`src/rtl/mem_port_arbiter.sv`:
```
// Shares one fixed-latency SRAM port between the fetch stage and the MEM stage; MEM wins ties.
// Latency: request sampled in IDLE, ready pulses WAIT_CYCLES+1 cycles later, then one RESP cycle.
// Backpressure: requesters hold their request until ready; freeze stalls the pipeline meanwhile.
module mem_port_arbiter #(
    parameter int WAIT_CYCLES = 3,
    parameter int ADDR_W      = 32,
    parameter int DATA_W      = 32
) (
    input  logic              clk_i,
    input  logic              rst_i,
    input  logic              if_req_i,
    input  logic [ADDR_W-1:0] if_addr_i,
    output logic [DATA_W-1:0] if_rdata_o,
    output logic              if_ready_o,
    input  logic              mem_read_i,
    input  logic              mem_write_i,
    input  logic [ADDR_W-1:0] mem_addr_i,
    input  logic [DATA_W-1:0] mem_wdata_i,
    output logic [DATA_W-1:0] mem_rdata_o,
    output logic              mem_ready_o,
    output logic              sram_en_o,
    output logic              sram_we_o,
    output logic [ADDR_W-1:0] sram_addr_o,
    output logic [DATA_W-1:0] sram_wdata_o,
    input  logic [DATA_W-1:0] sram_rdata_i,
    output logic              freeze_o
);

    typedef enum logic [1:0] {
        IDLE   = 2'd0,
        ACCESS = 2'd1,
        RESP   = 2'd2
    } state_t;

    // Count value on the final access cycle, when read data is captured.
    localparam logic [3:0] CNT_LAST = 4'(WAIT_CYCLES - 1);

    state_t            state_q;
    logic [3:0]        cnt_q;
    logic              owner_mem_q;   // 1: MEM stage owns the port, 0: fetch
    logic              sram_en_q;
    logic              sram_we_q;
    logic [ADDR_W-1:0] sram_addr_q;
    logic [DATA_W-1:0] sram_wdata_q;
    logic [DATA_W-1:0] if_rdata_q;
    logic [DATA_W-1:0] mem_rdata_q;
    logic              if_ready_q;
    logic              mem_ready_q;

    // Arbitration FSM: grants in IDLE, drives the SRAM for WAIT_CYCLES, pulses ready in RESP.
    always_ff @(posedge clk_i) begin
        if (!rst_i) begin
            state_q      <= IDLE;
            cnt_q        <= '0;
            owner_mem_q  <= 1'b0;
            sram_en_q    <= 1'b0;
            sram_we_q    <= 1'b0;
            sram_addr_q  <= '0;
            sram_wdata_q <= '0;
            if_rdata_q   <= '0;
            mem_rdata_q  <= '0;
            if_ready_q   <= 1'b0;
            mem_ready_q  <= 1'b0;
        end else begin
            if_ready_q  <= 1'b0;
            mem_ready_q <= 1'b0;
            case (state_q)
                IDLE: begin
                    cnt_q <= '0;
                    if (mem_read_i || mem_write_i) begin
                        // MEM is the older instruction; a simultaneous read+write is a write.
                        owner_mem_q  <= 1'b1;
                        sram_en_q    <= 1'b1;
                        sram_we_q    <= mem_write_i;
                        sram_addr_q  <= mem_addr_i;
                        sram_wdata_q <= mem_wdata_i;
                        state_q      <= ACCESS;
                    end else if (if_req_i) begin
                        owner_mem_q <= 1'b0;
                        sram_en_q   <= 1'b1;
                        sram_we_q   <= 1'b0;
                        sram_addr_q <= if_addr_i;
                        state_q     <= ACCESS;
                    end
                end
                ACCESS: begin
                    if (cnt_q == CNT_LAST) begin
                        if (!sram_we_q) begin
                            if (owner_mem_q) begin
                                mem_rdata_q <= sram_rdata_i;
                            end else begin
                                if_rdata_q <= sram_rdata_i;
                            end
                        end
                        if (owner_mem_q) begin
                            mem_ready_q <= 1'b1;
                        end else begin
                            if_ready_q <= 1'b1;
                        end
                        sram_en_q <= 1'b0;
                        sram_we_q <= 1'b0;
                        cnt_q     <= '0;
                        state_q   <= RESP;
                    end else begin
                        cnt_q <= cnt_q + 4'd1;
                    end
                end
                RESP: begin
                    // No grant here so the requester can drop or change its request.
                    state_q <= IDLE;
                end
                default: begin
                    state_q <= IDLE;
                end
            endcase
        end
    end

    assign if_rdata_o   = if_rdata_q;
    assign if_ready_o   = if_ready_q;
    assign mem_rdata_o  = mem_rdata_q;
    assign mem_ready_o  = mem_ready_q;
    assign sram_en_o    = sram_en_q;
    assign sram_we_o    = sram_we_q;
    assign sram_addr_o  = sram_addr_q;
    assign sram_wdata_o = sram_wdata_q;

    // Stall while anything is requested, except in RESP so the pipeline advances with the data.
    assign freeze_o = (mem_read_i | mem_write_i | if_req_i) & (state_q != RESP);

endmodule

```
`config.mk`:
```
export PLATFORM = sky130hd
export DESIGN_NAME = mem_port_arbiter
export DESIGN_NICKNAME = d
export VERILOG_FILES = /design/src/rtl/mem_port_arbiter.sv
export SDC_FILE = /design/constraint.sdc
export NUM_CORES = 1
export LEC_CHECK = 0
export BUFFER_PORTS_ARGS = -buffer_cell sky130_fd_sc_hd__buf_2
export CAP_MARGIN = 20
export CELL_PAD_IN_SITES_DETAIL_PLACEMENT = 1
export CELL_PAD_IN_SITES_GLOBAL_PLACEMENT = 2
export CORE_MARGIN = 2
export CORE_UTILIZATION = 26
export CTS_BUF_LIST = sky130_fd_sc_hd__clkbuf_4 sky130_fd_sc_hd__clkbuf_8 sky130_fd_sc_hd__clkbuf_16
export CTS_CLUSTER_DIAMETER = 80
export DETAILED_ROUTE_END_ITERATION = 8
export PLACE_DENSITY_LB_ADDON = 0.3
export RECOVER_POWER = 25
export SYNTH_ARGS = -nofsm -noshare
export SYNTH_HDL_FRONTEND = slang
export SYNTH_SLANG_ARGS = --single-unit
```
`constraint.sdc`:
```
create_clock -name clk_i -period 1.9 [get_ports clk_i]
set_clock_uncertainty 0.15 [all_clocks]
set_input_delay 0.285 -clock clk_i [delete_from_list [all_inputs] [get_ports clk_i]]
set_output_delay 0.285 -clock clk_i [all_outputs]
set_load 0.01 [all_outputs]
```
# Word level (Yosys, flattened, before mapping)
# Cells that the tools add are included.
[classes]
n_mux = 18
n_reduce_logical = 11
n_bitwise = 5
n_eq_ne = 5
n_addsub = 1
[ops]
columns = ["cell", "n"]
rows = [
  ["two-way mux 32 bit", 2],
  ["two-way mux 1 bit", 8],
  ["case mux 4 bit (2 select lines)", 1],
  ["AND reduction 4 bit", 2],
  ["two-way mux 2 bit", 3],
  ["AND reduction 2 bit", 3],
  ["AND reduction 3 bit", 2],
  ["adder 4 x 1 -> 4 bit (second input constant)", 1],
  ["equality test 4 x 2 -> 1 bit (second input constant)", 1],
  ["two-way mux 4 bit", 1],
  ["!= test 2 bit (second input constant)", 2],
  ["case mux 1 bit (2 select lines)", 2],
  ["case mux 2 bit (2 select lines)", 1],
  ["nonzero test 2 bit", 2],
  ["!= test 3 bit (second input constant)", 1],
  ["equality test 2 x 1 -> 1 bit (second input constant)", 1],
  ["logical NOT 2 bit", 1],
  ["NOT 1 bit", 2],
  ["OR 1 bit", 2],
  ["bitwise AND 1 bit", 1],
  ["logical OR 1 bit", 1],
]
[totals]
wordCells = 51
register_bits = 139
in_bits = 133

# Logic depth before layout (Yosys ltp)
# Gate-level depths: netlist of the first run.
[depth]
word_depth = 3
ltp_mapped = 8
mapped_depth_nobuf = 6

# Worst setup path after synthesis of the first run
# No wires, ideal clock.
[synth_timing]
kind = "reg2reg"
start = "register cnt_q[0]"
end = "register mem_rdata_q[27], in the netlist mem_rdata_o[27]"
path_stages_with_launch = 8
period_less_slack_ps = 1649
t_required_ps = 1684
setup_slack_ps = 251
t_arrival_ps = 1434
setup_ps = 66
cell_sequence = "dfxtp_1 -> inv_1 -> ha_1 -> and3b_1 -> nand4b_1 -> clkbuf_1 -> nand2_1 -> a21boi_2"
[synth_between]
elab_chain_len = 2
[synth_lines]
columns = ["element", "line_no", "source"]
rows = [
  ["start: declaration", "39", "logic [3:0] cnt_q;"],
  ["start signal: assignment", "105", "cnt_q <= cnt_q + 4'd1;"],
  ["equality test 4 x 2 -> 1 bit", "87", "if (cnt_q == CNT_LAST) begin"],
  ["AND reduction 4 bit (no line)", "--", ""],
  ["end signal: assignment", "90", "mem_rdata_q <= sram_rdata_i;"],
  ["end: declaration", "46", "logic [DATA_W-1:0] mem_rdata_q;"],
]
# No other way between the ends.
# A chain may end at the register's enable or synchronous reset.

# Final worst setup path of the first run
[layout_timing]
start = "register state_q[0]"
end = "output freeze_o"
[layout_between]
elab_chain_len = 2
[layout_lines]
columns = ["element", "line_no", "source"]
rows = [
  ["start: declaration", "38", "state_t state_q;"],
  ["start signal: assignment", "53", "state_q <= IDLE;"],
  ["start signal: assignment", "77", "state_q <= ACCESS;"],
  ["start signal: assignment", "83", "state_q <= ACCESS;"],
  ["!= test 2 bit", "129", "assign freeze_o = (mem_read_i | mem_write_i | if_req_i) & (state_q != RESP);"],
  ["bitwise AND 1 bit", "129", ""],
  ["end: declaration", "26", "output logic freeze_o"],
]
# No other way between the ends.

==> results of run 1 <==
-- stage by stage --
step | setup slack, ns | utilization | area (sq um) | power [mW] | hold slack (ns)
floorplan | 0.251 | - | 5730 | 3.63 | 0.270
global placement | 0.0295 | 0.337 | 7340 | 4.06 | 0.290
detailed placement | -0.0559 | 0.337 | 7340 | 4.06 | 0.295
CTS | 0.0988 | 0.395 | 8590 | 7.73 | 0.0390
global route | 0.00734 | 0.391 | 8510 | 7.95 | 0.0622
finish | 0.175 | 0.391 | 8510 | 7.58 | 0.0581
-- area by class of cell --
type	instances	area (sq um)
clock buffers	17	425
clock inverters	15	188
fillers	2688	13200
inverters	2	7.51
multi-input cells	462	2640
flip-flops and latches	139	2780
well taps	280	350
repair buffers	350	2120
-- worst min-delay path, cell delays in order --
cell,delay (ns)
buf_2,0.07
nand2_1,0.04
nand3_1,0.07
o211a_1,0.13
-- kinds of logic after synthesis --
| family | synth area share |
|---|---|
| flip-flops | 0.485 |
| buffers and inverters | 0.0567 |
| AO/OA/AOI/OAI | 0.242 |
| AND/OR/NAND/NOR | 0.212 |
| adder cells (fa/ha/maj) | 0.00436 |
-- report_power, final --
| part | internal [mW] | switching (mW) | leakage (nW) |
|---|---|---|---|
| Clock | 2.09 | 1.40 | 0.297 |
| Sequential | 3.05 | 0.0685 | 1.14 |
| Combinational | 0.464 | 0.493 | 2.32 |
-- sequential cells by signal, indices dropped and copies added (netlist names) --
signal        cells
if_rdata_o       32
mem_rdata_o      32
sram_addr_o      32
sram_wdata_o     32
cnt_q             4
state_q           2
if_ready_o        1
mem_ready_o       1
owner_mem_q       1
sram_en_o         1
sram_we_o         1
-- per-layer routing --
metal,vias to the layer above,wire length (um),global-route usage
li1,2827,-,-
met1,2644,8780,0.206
met2,187,8820,0.267
met3,17,1430,0.0592
met4,0,235,0.0445
met5,-,0,0
-- path summary, 6_finish.rpt --
| check | end | from | slack, ns |
|---|---|---|---|
| worst max-delay path | freeze_o | state_q[0] | 0.18 |
| worst min-delay path | sram_addr_o[2] | if_addr_i[2] | 0.06 |
| worst max register to register | cnt_q[2] | cnt_q[0] | 0.20 |
| worst min register to register | if_rdata_o[14] | if_rdata_o[14] | 0.30 |
-- layout by cell type (no fill, tap or decap), drive strengths merged --
master	netlist	routed
or3b	1	1
and2	4	4
nand2	228	228
a21oi	4	4
nor3b	1	1
o211a	32	32
nor2b	5	5
nand2b	2	2
dlygate4sd3	0	64
ha	2	2
buf	23	219
dfxtp	139	139
clkbuf	30	84
clkinv	0	4
clkinvlp	0	2
a21boi	98	98
and2b	1	1
bufinv	0	3
and3b	1	1
nor4	1	1
nand4b	1	1
and4b	1	1
nor3	4	4
and3	1	1
o21a	1	1
nand3	33	33
a32oi	1	1
nor2	4	4
o21ai	36	36
inv	2	8
-- repair_timing --
item | CTS | global route
hold endpoints to repair | 95 | 0
endpoints found under the setup margin | 28 | 1
hold buffers | 64 | 0
resized for setup | 1 | 1
==> parameters.txt, run 1 <==
Parameter                              Value

Synth
  Post-Syn Instances ... 656
  Library cell occupying the most area in the post-synthesis netlist ... dfxtp_1
  Count of unique library cells instantiated by Yosys ... 36
  Most numerous cell in the Yosys netlist ... nand2_1
  Yosys reg bits ... about 140
  Post-synthesis cell area ... 5730 sq um
  Biggest area contributors in the synthesized netlist ... dfxtp_1 49%, nand2_1 15%, a21boi_0 7.3%
  Count of warnings emitted by yosys ... 0
  Commonest cells post-synth ... 228 x nand2_1, 139 x dfxtp_1, 56 x a21boi_0
  Synthesized area per cell ... 8.74 sq um
  Post-synthesis async set-or-reset flop share ... 0
  Synthesized netlist net count ... between 700 and 800
  Most instantiated flip-flop cell in the synthesis netlist ... dfxtp_1
  Share of the synthesized area in the top cell type ... 0.485
  Number of enable-type register cells in the synthesized netlist ... 0
  Part of the Yosys area used for sequential elements ... 0.485

Cells and area
  Layout cells sized above 1 ... 0.294
  Antenna cell count ... 0
  Post-synthesis to final-layout area growth ... 48.4%
  Net count of the finished layout ... 1107
  Final standard cell count with taps included and fillers excluded ... 1265

Detailed routing
  # DRC ... 0
  Via density per instance ... 4.49
  WL per Instance ... 15.2 um
  Drt pass-1 iters ... 4
  WL final ... 19300 um
  Total vias in the final route ... 5675
  Detail Route Antenna Nets ... 0
  Initial detailed-routing violation count ... 191

Timing
  Maximum clock rate ... a little under 0.6 GHz
  Worst slew margin relative to its limit ... 0.723
  Post-route setup TNS ... 0 ns
  Number of endpoints failing setup at the final stage ... 0
  Tmin final ... 1.72 ns
  Slew of the pin with the lowest slew margin ... 0.416 ns
  Pins Over Slew Limit ... 0
  Unrepaired setup endpoints after global routing ... false
  Hold Fails Final Rpt ... 0
  Final period utilization ... 0.908

Die
  Die Wd ... 153 um
  Core Footprint ... 21800 sq um
  Starting density of the core ... 0.264
  Number of top-level design ports ... ~270
  Die Area ... 23300 sq um
  Placement Rows ... 54
  Chip Height ... 153 um

Flow run
  Count of max-cap constraint violations ... 0

Clock tree
  Maximum level of the CTS H-tree ... 4
  Later-pin clock latency in the skew report ... about 0.41 ns
  Buffer type at the clock tree root ... clkbuf_16
  TritonCTS sink count ... 139
  Total setup buffers inserted after CTS ... 0
  Number of buffers on the longest clock path ... 2
  Number of buffers created by CTS ... 17
  Clock-pin slew reported for the worst setup and hold paths after clock tree synthesis ... 0.06 ns
  CTS tree ... yes

Outcome
  Outcome ... complete, no violations

Setup path
  Worst-path fanout max ... 6
  Logic depth of the worst path, buffers included ... 4
  Worst setup EP type ... output pin
  Kind of cell with the highest combined delay on the critical path ... buffers and inverters
  Required time at the endpoint of the critical path ... 1.46 ns
  Cell chain of the critical path ... buf_4, inv_1, a21oi_1, buf_2
  Arrival time of data at the critical path endpoint ... 1.29 ns
  Path type of the worst setup path ... flop to output pin
  Number of buffer and inverter stages on the critical path ... 3
  Critical path's slowest cell ... dfxtp_1
  Count of cells along the worst register-to-register path ... 6
  Setup crit start kind ... flop
  Largest stage delay on the critical path ... 0.32 ns

Global routing
  Wire length of the first global-routing pass ... 31200 um
  Initial antenna violation count ... 0
  Maximum number of pins on one net before global-route repair ... 72
  Total congestion overflow ... 0
  Aggregate global-route resource usage ... 0.164
  Via count of the first global-routing pass ... 5946

Hold path
  Worst hold path cell count ... 4
  Path category of the worst min-delay check ... primary input to flop

Placed design
  Final Wtd Congestion ... 0.715
  Number of port buffers ... ~270
  Post-DP HPWL ... 12700 um
  Inst Count DP ... 1169

Power
  Power per cell area ... a little under 900 nW/um^2
  LEAKAGE ... 3.75 nW
  Peak supply drop ... 0.400 mV
Note: power is estimated with default switching activity, not from simulation.
==> inputs of run 2 (changes only) <==
--- a/config.mk
+++ b/config.mk
@@ -16,6 +16,7 @@
 export DETAILED_ROUTE_END_ITERATION = 8
 export PLACE_DENSITY_LB_ADDON = 0.3
 export RECOVER_POWER = 25
+export SETUP_SLACK_MARGIN = 0.3
 export SYNTH_ARGS = -nofsm -noshare
 export SYNTH_HDL_FRONTEND = slang
 export SYNTH_SLANG_ARGS = --single-unit
==> parameters.txt, run 2 (synthesis results as in run 1) <==
Parameter                              Value

Power
  Power per cell area ... 869 nW/um^2 (-2.4%)
  LEAKAGE ... 4.00 nW (+6.7%)
  Peak supply drop ... 0.444 mV (+11%)

Global routing
  Maximum number of pins on one net before global-route repair ... 40 (-44%)
  Initial antenna violation count ... 0 (unchanged)
  Aggregate global-route resource usage ... 0.172 (+0.00781)
  Total congestion overflow ... 0 (unchanged)
  Wire length of the first global-routing pass ... 32400 um (+3.9%)
  Via count of the first global-routing pass ... 6047 (+1.7%)

Die
  Starting density of the core ... 0.264 (unchanged)
  Die Wd ... 153 um (unchanged)
  Placement Rows ... 54 (unchanged)
  Chip Height ... 153 um (unchanged)
  Core Footprint ... 21800 sq um (unchanged)
  Number of top-level design ports ... 266 (unchanged)
  Die Area ... 23300 sq um (unchanged)

Clock tree
  Number of buffers created by CTS ... 17 (unchanged)
  Number of buffers on the longest clock path ... 2 (unchanged)
  Maximum level of the CTS H-tree ... 4 (unchanged)
  Clock-pin slew reported for the worst setup and hold paths after clock tree synthesis ... 0.06 ns (about the same)
  CTS tree ... yes
  TritonCTS sink count ... 139 (unchanged)
  Later-pin clock latency in the skew report ... 0.41 ns (about the same)
  Buffer type at the clock tree root ... clkbuf_16

Placed design
  Inst Count DP ... 1163 (-0.51%)
  Post-DP HPWL ... 12600 um (-0.60%)
  Number of port buffers ... 265 (unchanged)
  Final Wtd Congestion ... 0.711 (-0.53%)

Detailed routing
  Detail Route Antenna Nets ... 0 (unchanged)
  # DRC ... 0 (unchanged)
  Drt pass-1 iters ... 4 (unchanged)
  Via density per instance ... 4.53 (+0.95%)
  WL per Instance ... 16.2 um (+6.7%)
  WL final ... 20800 um (+7.8%)
  Initial detailed-routing violation count ... 192 (+0.52%)
  Total vias in the final route ... 5788 (+2.0%)

Timing
  Unrepaired setup endpoints after global routing ... true
  Maximum clock rate ... 0.592 GHz (+2.1%)
  Number of endpoints failing setup at the final stage ... 0 (unchanged)
  Final period utilization ... 0.889 (-0.0185)
  Post-route setup TNS ... 0 ns (unchanged)
  Hold Fails Final Rpt ... 0 (unchanged)
  Pins Over Slew Limit ... 0 (unchanged)
  Worst slew margin relative to its limit ... 0.718 (-0.00480)
  Slew of the pin with the lowest slew margin ... 0.423 ns (+0.00720 ns)
  Tmin final ... 1.69 ns (-0.0351 ns)

Cells and area
  Post-synthesis to final-layout area growth ... 57.0%
  Number of filler cells placed in the layout ... 2648 (-1.5%)
  Layout cells sized above 1 ... 0.345 (+0.0503)
  Most frequent cells in the layout ... 200 x nand2_1, 197 x buf_2, 134 x dfxtp_1
  Net count of the finished layout ... 1120 (+1.2%)
  Antenna cell count ... 0 (unchanged)
  Most frequent standard cell in the layout excluding fill and tap cells ... nand2_1
  Final standard cell count with taps included and fillers excluded ... 1278 (+1.0%)
  Finished Core Util ... 0.414 (+0.0227)

Setup path
  Critical path's slowest cell ... and4b_4
  Worst setup EP type ... flop
  Required time at the endpoint of the critical path ... 2.10 ns (+0.64 ns)
  Arrival time of data at the critical path endpoint ... 1.89 ns (+0.60 ns)
  Cell chain of the critical path ... inv_2, ha_4, and3b_2, and4b_4, clkbuf_16, nand2_1, a21boi_2
  Number of buffer and inverter stages on the critical path ... 2 (-1)
  Kind of cell with the highest combined delay on the critical path ... simple AND/OR/NAND/NOR gates
  Largest stage delay on the critical path ... 0.35 ns (+0.03 ns)
  Worst-path fanout max ... 8 (+2)
  Setup crit start kind ... flop
  Path type of the worst setup path ... flop to flop

Flow run
  Count of max-cap constraint violations ... 0 (unchanged)

Hold path
  Path category of the worst min-delay check ... primary input to flop

Outcome
  Outcome ... complete, no violations
==> run 2: changes by cell type in the layout (fill, tap and decap cells not counted), sizes merged <==
cell	delta
clkinv	-2
clkbuf	+5
and2	+2
bufbuf	+1
bufinv	+1
buf	+6
==> run 2: worst paths after layout <==
| path | from | to | slack (ns) | depth (start not counted) |
|---|---|---|---|---|
| max | cnt_q[0] | mem_rdata_o[28] | 0.21 | 7 |
| min | if_addr_i[13] | sram_addr_o[13] | 0.06 | 4 |
| max reg2reg | cnt_q[0] | mem_rdata_o[28] | 0.21 | 7 |
| min reg2reg | if_rdata_o[28] | if_rdata_o[28] | 0.30 | 2 |
==> run 2: what timing repair did <==
action | 4_1_cts | 5_1_grt
endpoints found under the setup margin | 85 | 102
pin swaps | 1 | 42
cloned | 4 | 5
buffers inserted | 6 | 4
resized for setup | 17 | 77
hold endpoints to repair | 96 | 0
hold buffers | 64 | 0
==> run 2: worst register-to-register path, cell delays in order (launching register included) <==
cell and delay, ns:
dfxtp_2 0.32, inv_2 0.06, ha_4 0.12, and3b_2 0.23, and4b_4 0.35, clkbuf_16 0.21
nand2_1 0.08, a21boi_2 0.11
==> run 2: where the power goes <==
group          switching, mW  total (mW)  internal [mW]  leakage, nW
Sequential            0.0715        3.13           3.05         1.14
Clock                   1.41        3.66           2.25        0.309
Combinational          0.528        1.05          0.518         2.56
Total                   2.01        7.83           5.82         4.00
==> run 2: area by class of cell <==
type,count,area [sq um],share of cell area
Clock buffer,18,433,0.0481
Timing Repair Buffer,361,2380,0.265
Inverter,2,7.51,0.000834
Tap cell,280,350,0.0389
Clock inverter,14,206,0.0229
Sequential cell,139,2790,0.310
Multi-Input combinational cell,464,2830,0.315
==> run 2: per-stage QoR <==
step,hold slack (ns),worst slack [ns],power (mW),cell area (sq um)
floorplan,0.270,0.287,3.63,5740
global placement,0.292,0.0791,4.07,7340
detailed placement,0.297,-0.0817,4.07,7340
CTS,0.0371,0.212,7.96,8790
global route,0.0628,0.139,8.21,9000
finish,0.0601,0.210,7.83,9000
==> run 2: per-layer routing <==
metal,track usage,part of all wire,vias to the layer above
li1,-,-,2861
met1,0.212,0.44,2718
met2,0.288,0.47,185
met3,0.0594,0.072,24
met4,0.0459,0.014,0
met5,0,0,-
==> inputs of run 3 (changes only) <==
--- a/config.mk
+++ b/config.mk
@@ -5,7 +5,7 @@
 export SDC_FILE = /design/constraint.sdc
 export NUM_CORES = 1
 export LEC_CHECK = 0
-export BUFFER_PORTS_ARGS = -buffer_cell sky130_fd_sc_hd__buf_2
+export BUFFER_PORTS_ARGS = -buffer_cell sky130_fd_sc_hd__buf_4
 export CAP_MARGIN = 20
 export CELL_PAD_IN_SITES_DETAIL_PLACEMENT = 1
 export CELL_PAD_IN_SITES_GLOBAL_PLACEMENT = 2
==> parameters.txt, run 3 (synthesis results as in run 1) <==
Parameter                              Value

Cells and area
  Most frequent cells in the layout ... 210 x buf_4, 203 x nand2_1, 137 x dfxtp_1
  Final standard cell count with taps included and fillers excluded ... 1279 (+0.078%)
  Antenna cell count ... 0 (unchanged)
  Layout cells sized above 1 ... 0.337 (-0.00735)
  Net count of the finished layout ... 1122 (+0.18%)
  Post-synthesis to final-layout area growth ... 66.6%
  Number of filler cells placed in the layout ... 2511 (-5.2%)
  Finished Core Util ... 0.439 (+0.0254)
  Most frequent standard cell in the layout excluding fill and tap cells ... buf_4

Timing
  Final period utilization ... 0.898 (+0.00872)
  Hold Fails Final Rpt ... 0 (unchanged)
  Post-route worst setup slack ... 0.194 ns (-0.0166 ns)
  Number of endpoints failing setup at the final stage ... 0 (unchanged)
  Tmin final ... 1.71 ns (+0.0166 ns)
  WHS ... 0.0473 ns (-0.0128 ns)
  Slew of the pin with the lowest slew margin ... 0.364 ns (-0.0588 ns)
  Worst slew margin relative to its limit ... 0.757 (+0.0392)
  Pins Over Slew Limit ... 0 (unchanged)
  Maximum clock rate ... 0.586 GHz (-0.97%)
  Unrepaired setup endpoints after global routing ... true

Power
  Gate power share ... 0.144 (+0.010)
  Power per cell area ... 837 nW/um^2 (-3.7%)
  Relative contribution of sequential cells to total power ... 0.392 (-0.007)
  Peak supply drop ... 0.464 mV (+4.3%)
  Sw Ratio ... 0.246 (-0.00992)
  LEAKAGE ... 4.21 nW (+5.1%)
  Total net switching power ... 1.97 mW (-1.8%)
  Relative contribution of the clock network to total power ... 0.464 (-0.003)
  Int Power ... 6.03 mW (+3.5%)
  Total Power ... 8.00 mW (+2.2%)

Die
  Chip Height ... 153 um (unchanged)
  Starting density of the core ... 0.264 (unchanged)
  Placement Rows ... 54 (unchanged)
  Die Wd ... 153 um (unchanged)
  Number of top-level design ports ... 266 (unchanged)
  Die Area ... 23300 sq um (unchanged)
  Core Footprint ... 21800 sq um (unchanged)

Detailed routing
  WL final ... 21400 um (+3.2%)
  Via density per instance ... 4.53 (about the same)
  Drt pass-1 iters ... 4 (unchanged)
  Initial detailed-routing violation count ... 178 (-7.3%)
  Detail Route Antenna Nets ... 0 (unchanged)
  # DRC ... 0 (unchanged)
  WL per Instance ... 16.8 um (+3.1%)
  Total vias in the final route ... 5788 (unchanged)

Hold path
  Path category of the worst min-delay check ... primary input to flop
  Worst hold path cell count ... 3 (-1)

Global routing
  Via count of the first global-routing pass ... 6127 (+1.3%)
  Maximum number of pins on one net before global-route repair ... 34 (-15%)
  Initial antenna violation count ... 0 (unchanged)
  Wire length of the first global-routing pass ... 33800 um (+4.3%)
  Total congestion overflow ... 0 (unchanged)
  Aggregate global-route resource usage ... 0.181 (+0.00920)

Placed design
  Number of port buffers ... 265 (unchanged)
  Setup slack after placement ... -0.0522 ns (+0.0295 ns)
  Final Wtd Congestion ... 0.729 (+2.5%)
  Inst Count DP ... 1165 (+0.17%)
  Post-DP HPWL ... 13100 um (+3.5%)

Setup path
  Arrival time of data at the critical path endpoint ... 1.90 ns (about the same)
  Setup crit start kind ... flop
  Register-to-register path setup slack ... 0.19 ns (-0.02 ns)
  Kind of cell with the highest combined delay on the critical path ... buffers and inverters
  Count of cells along the worst register-to-register path ... 8 (+1)
  Number of buffer and inverter stages on the critical path ... 3 (+1)
  Largest stage delay on the critical path ... 0.34 ns (about the same)
  Worst setup EP type ... flop
  Cell chain of the critical path ... inv_2, ha_4, and3b_2, buf_4, nand2_8, bufbuf_16, nand2_1, a21boi_1
  Critical path's slowest cell ... dfxtp_2
  Path type of the worst setup path ... flop to flop
  Worst-path fanout max ... 8 (unchanged)
  Logic depth of the worst path, buffers included ... 8 (+1)
  Required time at the endpoint of the critical path ... 2.10 ns (about the same)

Flow run
  Count of max-cap constraint violations ... 0 (unchanged)

Clock tree
  CTS tree ... yes
  Buffer type at the clock tree root ... clkbuf_16
  Number of buffers on the longest clock path ... 2 (unchanged)
  Number of buffers created by CTS ... 17 (unchanged)
  TritonCTS sink count ... 139 (unchanged)
  Clock-pin slew reported for the worst setup and hold paths after clock tree synthesis ... 0.06 ns (about the same)
  Maximum level of the CTS H-tree ... 4 (unchanged)
  Later-pin clock latency in the skew report ... 0.41 ns (about the same)

Outcome
  Outcome ... complete, no violations
==> run 3: metrics by stage <==
step / area, sq um / TNS (ns)
6_report: 9560 / 0
4_1_cts: 9750 / 0
3_5_place_dp: 8030 / -0.674
5_1_grt: 9560 / 0
3_3_place_gp: 8030 / 0
2_1_floorplan: 5740 / 0
==> run 3: worst paths after layout <==
kind	startpoint	endpoint
worst min register to register	sram_wdata_o[22]	sram_wdata_o[22]
worst min-delay path	mem_wdata_i[13]	sram_wdata_o[13]
worst max-delay path	cnt_q[0]	if_rdata_o[1]
worst max register to register	cnt_q[0]	if_rdata_o[1]
==> run 3: power by group through the flow <==
stage	Sequential (mW)	Clock (mW)	Combinational, mW
after floorplan	3.25	0	0.382
after global placement	3.19	0	1.03
after detailed placement	3.20	0	1.04
after CTS	3.13	3.81	1.22
after global routing	3.15	3.97	1.26
final	3.13	3.71	1.15
==> run 3: worst reg2reg max path, delay by kind of cell (launching register included) <==
family	cells	cell delay [ns]
and+or+nand+nor	3	0.37
AOI/OAI and AO/OA	1	0.14
buffers and inverters	3	0.49
adders and majority gates	1	0.15
DFF	1	0.34
==> run 3: cell type report <==
type                    instances  area (sq um)  share of cell area
flip-flops and latches        139          2790               0.291
clock buffers                  18           433              0.0453
multi-input cells             465          2850               0.299
repair buffers                362          2910               0.304
inverters                       2          7.51            0.000786
well taps                     280           350              0.0367
clock inverters                13           219              0.0229
==> run 3: what timing repair did <==
item,CTS,global route
setup buffers,8,2
hold buffers,63,0
gates resized for setup,58,23
setup endpoints to repair,70,108
pin swaps,17,7
cloned,8,2
endpoints found under the hold margin,94,0
==> run 3: routing by layer <==
metal | vias up | track usage | wire [um]
met4 | 0 | 0.0525 | 246
met5 | - | 0 | 0
met1 | 2724 | 0.222 | 9420
met2 | 178 | 0.309 | 10400
li1 | 2866 | - | -
met3 | 20 | 0.0543 | 1380
